--- src/rtl/card_dealer.sv ---
`default_nettype none
// ============================================================================
//  Module   : card_dealer
//  Purpose  : Deals 7 distinct cards from a 52-card deck on each start
//             request: player cards 1..2 first, then community cards 1..5.
//             Candidates come from a free-running 16-bit Fibonacci LFSR.
//             Out-of-range or already-used candidates are rejected, and a
//             52-bit used mask prevents duplicates. Card outputs stay stable
//             until the next deal overwrites them slot by slot.
//  Ports    : clk, rst (async, active-high)
//             start        - 1-cycle deal request, ignored unless idle
//             busy         - deal in progress
//             done         - 1-cycle pulse when the 7th card is stored
//             cards_valid  - all card outputs belong to the last full deal
//             *_number     - 0=A,1=2,..,9=10,10=J,11=Q,12=K
//             *_flower     - suit 0..3
//  Revision : 1.0 - initial release
// ============================================================================
module card_dealer #(
    parameter logic [15:0] SEED      = 16'hACE1,
    parameter int          NUM_CARDS = 7
) (
    input  logic       clk,
    input  logic       rst,
    input  logic       start,
    output logic       busy,
    output logic       done,
    output logic       cards_valid,
    output logic [3:0] player_card1_number,
    output logic [1:0] player_card1_flower,
    output logic [3:0] player_card2_number,
    output logic [1:0] player_card2_flower,
    output logic [3:0] community_card1_number,
    output logic [1:0] community_card1_flower,
    output logic [3:0] community_card2_number,
    output logic [1:0] community_card2_flower,
    output logic [3:0] community_card3_number,
    output logic [1:0] community_card3_flower,
    output logic [3:0] community_card4_number,
    output logic [1:0] community_card4_flower,
    output logic [3:0] community_card5_number,
    output logic [1:0] community_card5_flower
);

    // An all-zero LFSR would lock up, so a zero seed is replaced.
    localparam logic [15:0] c_seed      = (SEED == 16'h0000) ? 16'h0001 : SEED;
    localparam logic [2:0]  c_last_slot = 3'(NUM_CARDS - 1);

    localparam logic [1:0] c_idle = 2'd0;
    localparam logic [1:0] c_deal = 2'd1;
    localparam logic [1:0] c_done = 2'd2;

    logic [1:0]  r_state;
    logic [1:0]  w_state_nxt;
    logic [15:0] r_lfsr;
    logic [2:0]  r_count;
    logic [51:0] r_used;
    logic        r_busy;
    logic        r_done;
    logic        r_valid;
    logic [3:0]  r_num [NUM_CARDS];
    logic [1:0]  r_flw [NUM_CARDS];

    logic [5:0]  w_cand;
    logic        w_accept;
    logic [3:0]  w_number;
    logic [1:0]  w_flower;
    logic        w_start_deal;
    logic        w_store;
    logic        w_finish;

    // Candidate comes from the current (pre-shift) LFSR value.
    assign w_cand   = r_lfsr[5:0];
    assign w_accept = (w_cand < 6'd52) && !r_used[w_cand];

    // cand -> suit/rank with constant compares instead of a divider.
    always_comb begin
        w_flower = 2'd0;
        w_number = 4'(w_cand);
        if (w_cand >= 6'd39) begin
            w_flower = 2'd3;
            w_number = 4'(w_cand - 6'd39);
        end else if (w_cand >= 6'd26) begin
            w_flower = 2'd2;
            w_number = 4'(w_cand - 6'd26);
        end else if (w_cand >= 6'd13) begin
            w_flower = 2'd1;
            w_number = 4'(w_cand - 6'd13);
        end
    end

    // Next-state and control decode.
    always_comb begin
        w_state_nxt  = r_state;
        w_start_deal = 1'b0;
        w_store      = 1'b0;
        w_finish     = 1'b0;
        case (r_state)
            c_idle: begin
                if (start) begin
                    w_state_nxt  = c_deal;
                    w_start_deal = 1'b1;
                end
            end
            c_deal: begin
                if (w_accept) begin
                    w_store = 1'b1;
                    if (r_count == c_last_slot) begin
                        w_state_nxt = c_done;
                    end
                end
            end
            c_done: begin
                w_finish    = 1'b1;
                w_state_nxt = c_idle;
            end
            default: begin
                w_state_nxt = c_idle;
            end
        endcase
    end

    always_ff @(posedge clk or posedge rst) begin
        if (rst) begin
            r_state <= c_idle;
        end else begin
            r_state <= w_state_nxt;
        end
    end

    always_ff @(posedge clk or posedge rst) begin
        if (rst) begin
            r_lfsr  <= c_seed;
            r_count <= 3'd0;
            r_used  <= 52'd0;
            r_busy  <= 1'b0;
            r_done  <= 1'b0;
            r_valid <= 1'b0;
            for (int i = 0; i < NUM_CARDS; i++) begin
                r_num[i] <= 4'd0;
                r_flw[i] <= 2'd0;
            end
        end else begin
            // Free-running in every state so start timing adds entropy.
            r_lfsr <= {r_lfsr[14:0], r_lfsr[15] ^ r_lfsr[13] ^ r_lfsr[12] ^ r_lfsr[10]};
            r_done <= w_store && (r_count == c_last_slot);

            if (w_start_deal) begin
                r_busy  <= 1'b1;
                r_valid <= 1'b0;
                r_used  <= 52'd0;
                r_count <= 3'd0;
            end

            if (w_store) begin
                r_count <= r_count + 3'd1;
                for (int i = 0; i < 52; i++) begin
                    if (w_cand == 6'(i)) begin
                        r_used[i] <= 1'b1;
                    end
                end
                for (int i = 0; i < NUM_CARDS; i++) begin
                    if (r_count == 3'(i)) begin
                        r_num[i] <= w_number;
                        r_flw[i] <= w_flower;
                    end
                end
            end

            if (w_finish) begin
                r_busy  <= 1'b0;
                r_valid <= 1'b1;
            end
        end
    end

    assign busy        = r_busy;
    assign done        = r_done;
    assign cards_valid = r_valid;

    assign player_card1_number    = r_num[0];
    assign player_card1_flower    = r_flw[0];
    assign player_card2_number    = r_num[1];
    assign player_card2_flower    = r_flw[1];
    assign community_card1_number = r_num[2];
    assign community_card1_flower = r_flw[2];
    assign community_card2_number = r_num[3];
    assign community_card2_flower = r_flw[3];
    assign community_card3_number = r_num[4];
    assign community_card3_flower = r_flw[4];
    assign community_card4_number = r_num[5];
    assign community_card4_flower = r_flw[5];
    assign community_card5_number = r_num[6];
    assign community_card5_flower = r_flw[6];

endmodule
`default_nettype wire

--- config.mk ---
export PLATFORM = sky130hd
export DESIGN_NAME = card_dealer
export DESIGN_NICKNAME = d
export VERILOG_FILES = /design/src/rtl/card_dealer.sv
export SDC_FILE = /design/constraint.sdc
export NUM_CORES = 1
export LEC_CHECK = 0
export BUFFER_PORTS_ARGS = -buffer_cell sky130_fd_sc_hd__buf_2
export CORE_MARGIN = 2
export CORE_UTILIZATION = 41
export CTS_BUF_LIST = sky130_fd_sc_hd__clkbuf_4
export DETAILED_ROUTE_END_ITERATION = 7
export PLACE_DENSITY = 0.7
export SYNTH_ARGS = -nofsm -noshare
export SYNTH_HDL_FRONTEND = slang
export SYNTH_SLANG_ARGS = --single-unit
--- constraint.sdc ---
create_clock -name clk -period 10.6 [get_ports clk]
set_input_delay 1.59 -clock clk [delete_from_list [all_inputs] [get_ports clk]]
set_output_delay 1.59 -clock clk [all_outputs]
set_load 0.005 [all_outputs]
Yosys cells after proc, flatten, opt, wreduce, memory -nomap -nowiden
Index checks and enable logic that the tools add are counted.
{ "classes": {"mux": 77, "eq_ne": 62, "reduce_logical": 16, "bitwise": 3, "n_addsub": 4, "n_lt_le_gt_ge": 5} }
{ "op_table": {"columns": ["cell", "n"], "rows": [
  ["6-bit == test (second input constant)", 20],
  ["52-bit 2-to-1 mux", 2],
  ["6-bit by 5-bit == test with 1-bit output (second input constant)", 16],
  ["1-bit 2-to-1 mux", 63],
  ["6-bit by 4-bit == test with 1-bit output (second input constant)", 8],
  ["6-bit by 3-bit == test with 1-bit output (second input constant)", 4],
  ["2-bit AND reduction", 7],
  ["6-bit by 2-bit == test with 1-bit output (second input constant)", 2],
  ["4-bit 2-to-1 mux", 3],
  ["2-bit 2-to-1 mux", 5],
  ["3-bit == test (second input constant)", 3],
  ["4-bit subtractor (second input constant)", 2],
  ["6-bit by 7-bit < comparator with 1-bit output (second input constant)", 1],
  ["1-bit binary-select mux with 6-bit select", 1],
  ["3-bit by 2-bit == test with 1-bit output (second input constant)", 2],
  ["6-bit by 1-bit == test with 1-bit output (second input constant)", 1],
  ["6-bit by 4-bit >= comparator with 1-bit output (second input constant)", 1],
  ["6-bit by 5-bit >= comparator with 1-bit output (second input constant)", 1],
  ["6-bit >= comparator (second input constant)", 1],
  ["6-bit zero test", 1],
  ["6-bit < comparator (second input constant)", 1],
  ["3-bit 2-to-1 mux", 2],
  ["2-bit inequality test (second input constant)", 3],
  ["2-bit one-hot mux with 2 select lines", 1],
  ["other kinds (12)", 16]
]} }
{ "word_totals": {"elab_cells": 188, "in_bits": 3, "output_inout_bits": 45, "register_bits": 118} }

Longest topological paths before layout
{ "logic_depth": {"depth_word": 7, "mapped_depth": 10, "mapped_depth_nobuf": 8} }

Worst setup path after synthesis
No wires, ideal clock.
{ "synth_timing": {"path_type": "reg-to-reg", "from": "register r_lfsr[0]", "to": "register r_flw, in the netlist community_card1_flower[0]", "arrival_ns": 2.681, "stages_incl_launch_ff": 11, "n_path_buf": 4, "required_time_ns": 10.472, "slack_ns": 7.791, "period_less_slack_ns": 2.809, "cell_sequence": "dfstp_2 buf_4 buf_4 mux4_2 mux2i_1 a2bb2oi_1 a311oi_2 buf_4 and4_1 buf_4 mux2_1"} }
{ "synth_via": {"elab_chain_cells": 7, "word_cells_on_any_way": 14, "classes_between": "order compare (4); mux (7); reduce/logical (3)"} }
{ "synth_lines": {"columns": ["element", "line_no", "source"], "rows": [
  ["start, declared", "55", "logic [15:0] r_lfsr;"],
  ["start signal, assigned", "133", "r_lfsr <= c_seed;"],
  ["start signal, assigned", "145", "r_lfsr <= {r_lfsr[14:0], r_lfsr[15] ^ r_lfsr[13] ^ r_lfsr[12] ^ r_lfsr[10]};"],
  ["1-bit binary-select mux with 6-bit select", "74", "assign w_accept = (w_cand < 6'd52) && !r_used[w_cand];"],
  ["1-bit 2-to-1 mux (not written as such)", "74", null],
  ["1-bit zero test", "74", null],
  ["1-bit logical AND", "74", null],
  ["1-bit 2-to-1 mux", "106", "if (w_accept) begin"],
  ["1-bit 2-to-1 mux", "98", "case (r_state)"],
  ["2-bit AND reduction (no source line)", null, null],
  ["end signal, assigned by index", "165", "r_flw[i] <= w_flower;"],
  ["end, declared", "62", "logic [1:0] r_flw [NUM_CARDS];"]
]} }
Parallel ways exist; a longest one is shown, timed or not. The select of a mux whose other input is x is not followed.
A chain may end at the register's enable or synchronous reset.

Worst setup path after layout
{ "layout_timing": {"from": "register r_lfsr[0]", "to": "register r_used[2]"} }
{ "layout_via": {"elab_chain_cells": 7, "word_cells_on_any_way": 10, "classes_between": "order compare (1); eq/ne (1); mux (6); reduce/logical (2)"} }
{ "layout_lines": {"columns": ["element", "line_no", "source"], "rows": [
  ["1-bit binary-select mux with 6-bit select", "74", null],
  ["1-bit 2-to-1 mux (not written as such)", "74", null],
  ["1-bit zero test", "74", null],
  ["1-bit logical AND", "74", null],
  ["1-bit 2-to-1 mux", "106", null],
  ["1-bit 2-to-1 mux", "98", null],
  ["52-bit 2-to-1 mux *", "155", "if (w_store) begin"],
  ["end signal, assigned", "135", "r_used <= 52'd0;"],
  ["end signal, assigned", "151", "r_used <= 52'd0;"],
  ["end signal, assigned by index", "159", "r_used[i] <= 1'b1;"],
  ["end, declared", "57", "logic [51:0] r_used;"]
]} }
Every way passes the cells marked *; elsewhere a longest branch is shown, timed or not. The select of a mux whose other input is x is not followed.

==> results.toml <==
[route]
drtIter0Drc = 323
wl_per_cell_um = 16.9
drt-vias-per-instance = 5.35
wl_um = 10900
drtPass1Iterations = 4
drc = 0
drtAntennaViolNets = 0
vias = 3450

[setup_path]
reg2reg_slack_ps = 6890
crit_arrival_ps = 4130
setup.worst_path.class = "reg -> reg"
critPathMaxFanout = 20
setup.worst_path.end_class = "register"
start_kind = "register"
cp.required_ps = 11030

[global_route]
antenna_found_initial = 0
grt_first_pass_wirelength_um = 18100
grt_max_degree = 82
first_global_vias = 3546
track_usage = 0.177
grt_overflow = 0

[logic_synthesis]
ys_seq_elements = 118
postSynthAreaPerCell_um2 = 12.3
ys_types = 42
synth_top_area_share = 0.535
yosysSeqAreaShare = 0.576
syn_inst = 420
yosys_warnings = 0
yosys-top-cells-count = "dfrtp_1 (110), nand2_1 (79), o21ai_0 (48)"
synth_top_area_cell = "dfrtp_1"
synthFlopType = "dfrtp_1"
syn-num-nets = 437
syn-cell-area_um2 = 5150
synth_most_common_cell = "dfrtp_1"
async_reset_ff_frac = 1.00
synth_edf_count = 0
synth.area.top_cells = "dfrtp_1 (53%), nand2_1 (5.8%), mux4_2 (5.7%), mux2_2 (5.5%), o21ai_0 (4.7%)"

[placed_design]
dp_hpwl_um = 7250
routabilityCongestion = 0.856
io_buffers = 47

[timing]
hold_violations = 0
period_minus_slack_ps = 3710
rsz0062_at_grt = "false"
slew_viol_final = 0
skew_ps = 16.2
setup_violations = 0
worst_slew_pin_slew_ps = 1060
finalSetupTns_ps = 0
period_share = 0.350
relSlewSlack = 0.291
max_freq_mhz = 270

[layout]
drive_gt1_frac = 0.275
nets = 481
fillers = 1092
diodes = 0
area_growth_pct = 12.8

[floorplan]
die_area_um2 = 13500
die_w_um = 116
ioPinCount = 48
num_rows = 40
initial_core_util = 0.425
core_um2 = 12100
die_y_um = 116

[status]
outcome = "finished, final reports clean"

[job]
drv_cap = 0

[clock_tree]
numCtsBuffers = 17
post_cts_buffers = 0
cts.clk_slew.worst_paths_ps = 100
h-tree-depth = 4
cts_tree = "done"
clockRootBuffer = "clkbuf_4"
clk_latency_ps = 510
cts_sinks = 118
cts.path.max_buffers = 2
cts_hold_buf = 0
cts.repair.resized = 0

[pwr]
peakVddDrop_mv = 0.0626
p_leak_nw = 2.85
p_per_area_nw_per_um2 = 163
finalPower_uw = 944

[worst_hold_path]
hp-class = "reg -> reg"
==> critical path, stage by stage (launching register included) <==
cell and delay [ps]:
dfstp_2 940, mux4_2 570, mux2_2 280, a2bb2oi_1 150, a311oi_2 790, nand2_1 570
o21ai_0 320
==> power by group <==
| part | leakage [nW] | switching [mW] | total [mW] | internal (mW) |
|---|---|---|---|---|
| clock network | 0.169 | 0.159 | 0.351 | 0.191 |
| registers | 1.60 | 0.0138 | 0.479 | 0.466 |
| logic | 1.08 | 0.0781 | 0.114 | 0.0356 |
| total | 2.85 | 0.251 | 0.944 | 0.692 |
==> state kept, by name, summed over array words and instances, names as in the netlist, 4 cells and up <==
| register | flops |
|---|---|
| community_card4_number | 4 |
| r_used | 52 |
| community_card1_number | 4 |
| r_lfsr | 16 |
| community_card5_number | 4 |
| community_card2_number | 4 |
| player_card2_number | 4 |
| player_card1_number | 4 |
| community_card3_number | 4 |
==> final timing paths <==
path                                     startpoint                   end  cells past startpoint
worst max-delay path            r_lfsr[0]$_DFF_PP1_   r_used[2]$_DFF_PP0_                      6
worst min-delay path            r_lfsr[8]$_DFF_PP0_   r_lfsr[9]$_DFF_PP0_                      0
worst max register to register  r_lfsr[0]$_DFF_PP1_   r_used[2]$_DFF_PP0_                      6
worst min register to register  r_lfsr[8]$_DFF_PP0_   r_lfsr[9]$_DFF_PP0_                      0
max in group asynchronous                       rst   r_lfsr[3]$_DFF_PP0_                      3
min in group asynchronous                       rst  r_lfsr[14]$_DFF_PP0_                      2
==> layer usage <==
| metal | vias up | wire length, um | track usage | part of all wire |
|---|---|---|---|---|
| li1 | 1569 | - | - | - |
| met1 | 1768 | 4820 | 0.232 | 0.44 |
| met2 | 97 | 5300 | 0.279 | 0.49 |
| met3 | 16 | 554 | 0.0533 | 0.051 |
| met4 | 0 | 219 | 0.0651 | 0.020 |
| met5 | - | 0 | 0 | 0 |
==> cells by family (layout without fill, tap and decap cells) <==
group / count (synthesis) / in the layout / synth area share
AOI/OAI and AO/OA: 75 / 75 / 0.0885
xor gates and xnor gates: 5 / 5 / 0.00851
adders and majority gates: 14 / 14 / 0.0340
buffers and inverters: 35 / 92 / 0.0304
DFF: 118 / 118 / 0.576
muxes: 62 / 62 / 0.163
and+or+nand+nor: 111 / 111 / 0.100
==> stage by stage <==
stage	setup WS (ps)	cells	area [um2]	utilization	hold WS [ps]
2_1_floorplan	5890	420	5150	-	331
3_3_place_gp	6990	613	5500	0.454	336
3_5_place_dp	6870	613	5500	0.454	337
4_1_cts	6860	645	5810	0.479	360
5_1_grt	6530	645	5810	0.479	374
6_report	6890	645	5810	0.479	357
==> final cells by class <==
class | instances | area [um2] | area share
Clock buffer | 20 | 150 | 0.0259
Clock inverter | 12 | 159 | 0.0274
Inverter | 12 | 47.5 | 0.00819
Multi-Input combinational cell | 267 | 2030 | 0.350
Sequential cell | 118 | 2960 | 0.510
Tap cell | 168 | 210 | 0.0362
Timing Repair Buffer | 48 | 243 | 0.0418
==> layout by cell type (no fill, tap or decap), types with 5 or more instances in the layout <==
cell type  netlist  layout
nor2_1           6       6
mux2_1          18      18
dfstp_2          8       8
buf_2            2      47
nand2_1         79      79
o21ai_0         48      48
ha_1            14      14
mux2i_1          6       6
dfrtp_1        110     110
clkbuf_4         0      20
mux4_2          13      13
inv_1           12      11
a32o_1           5       5
mux2_2          25      25
a21oi_1          6       6
(Power assumes the default switching activity.)
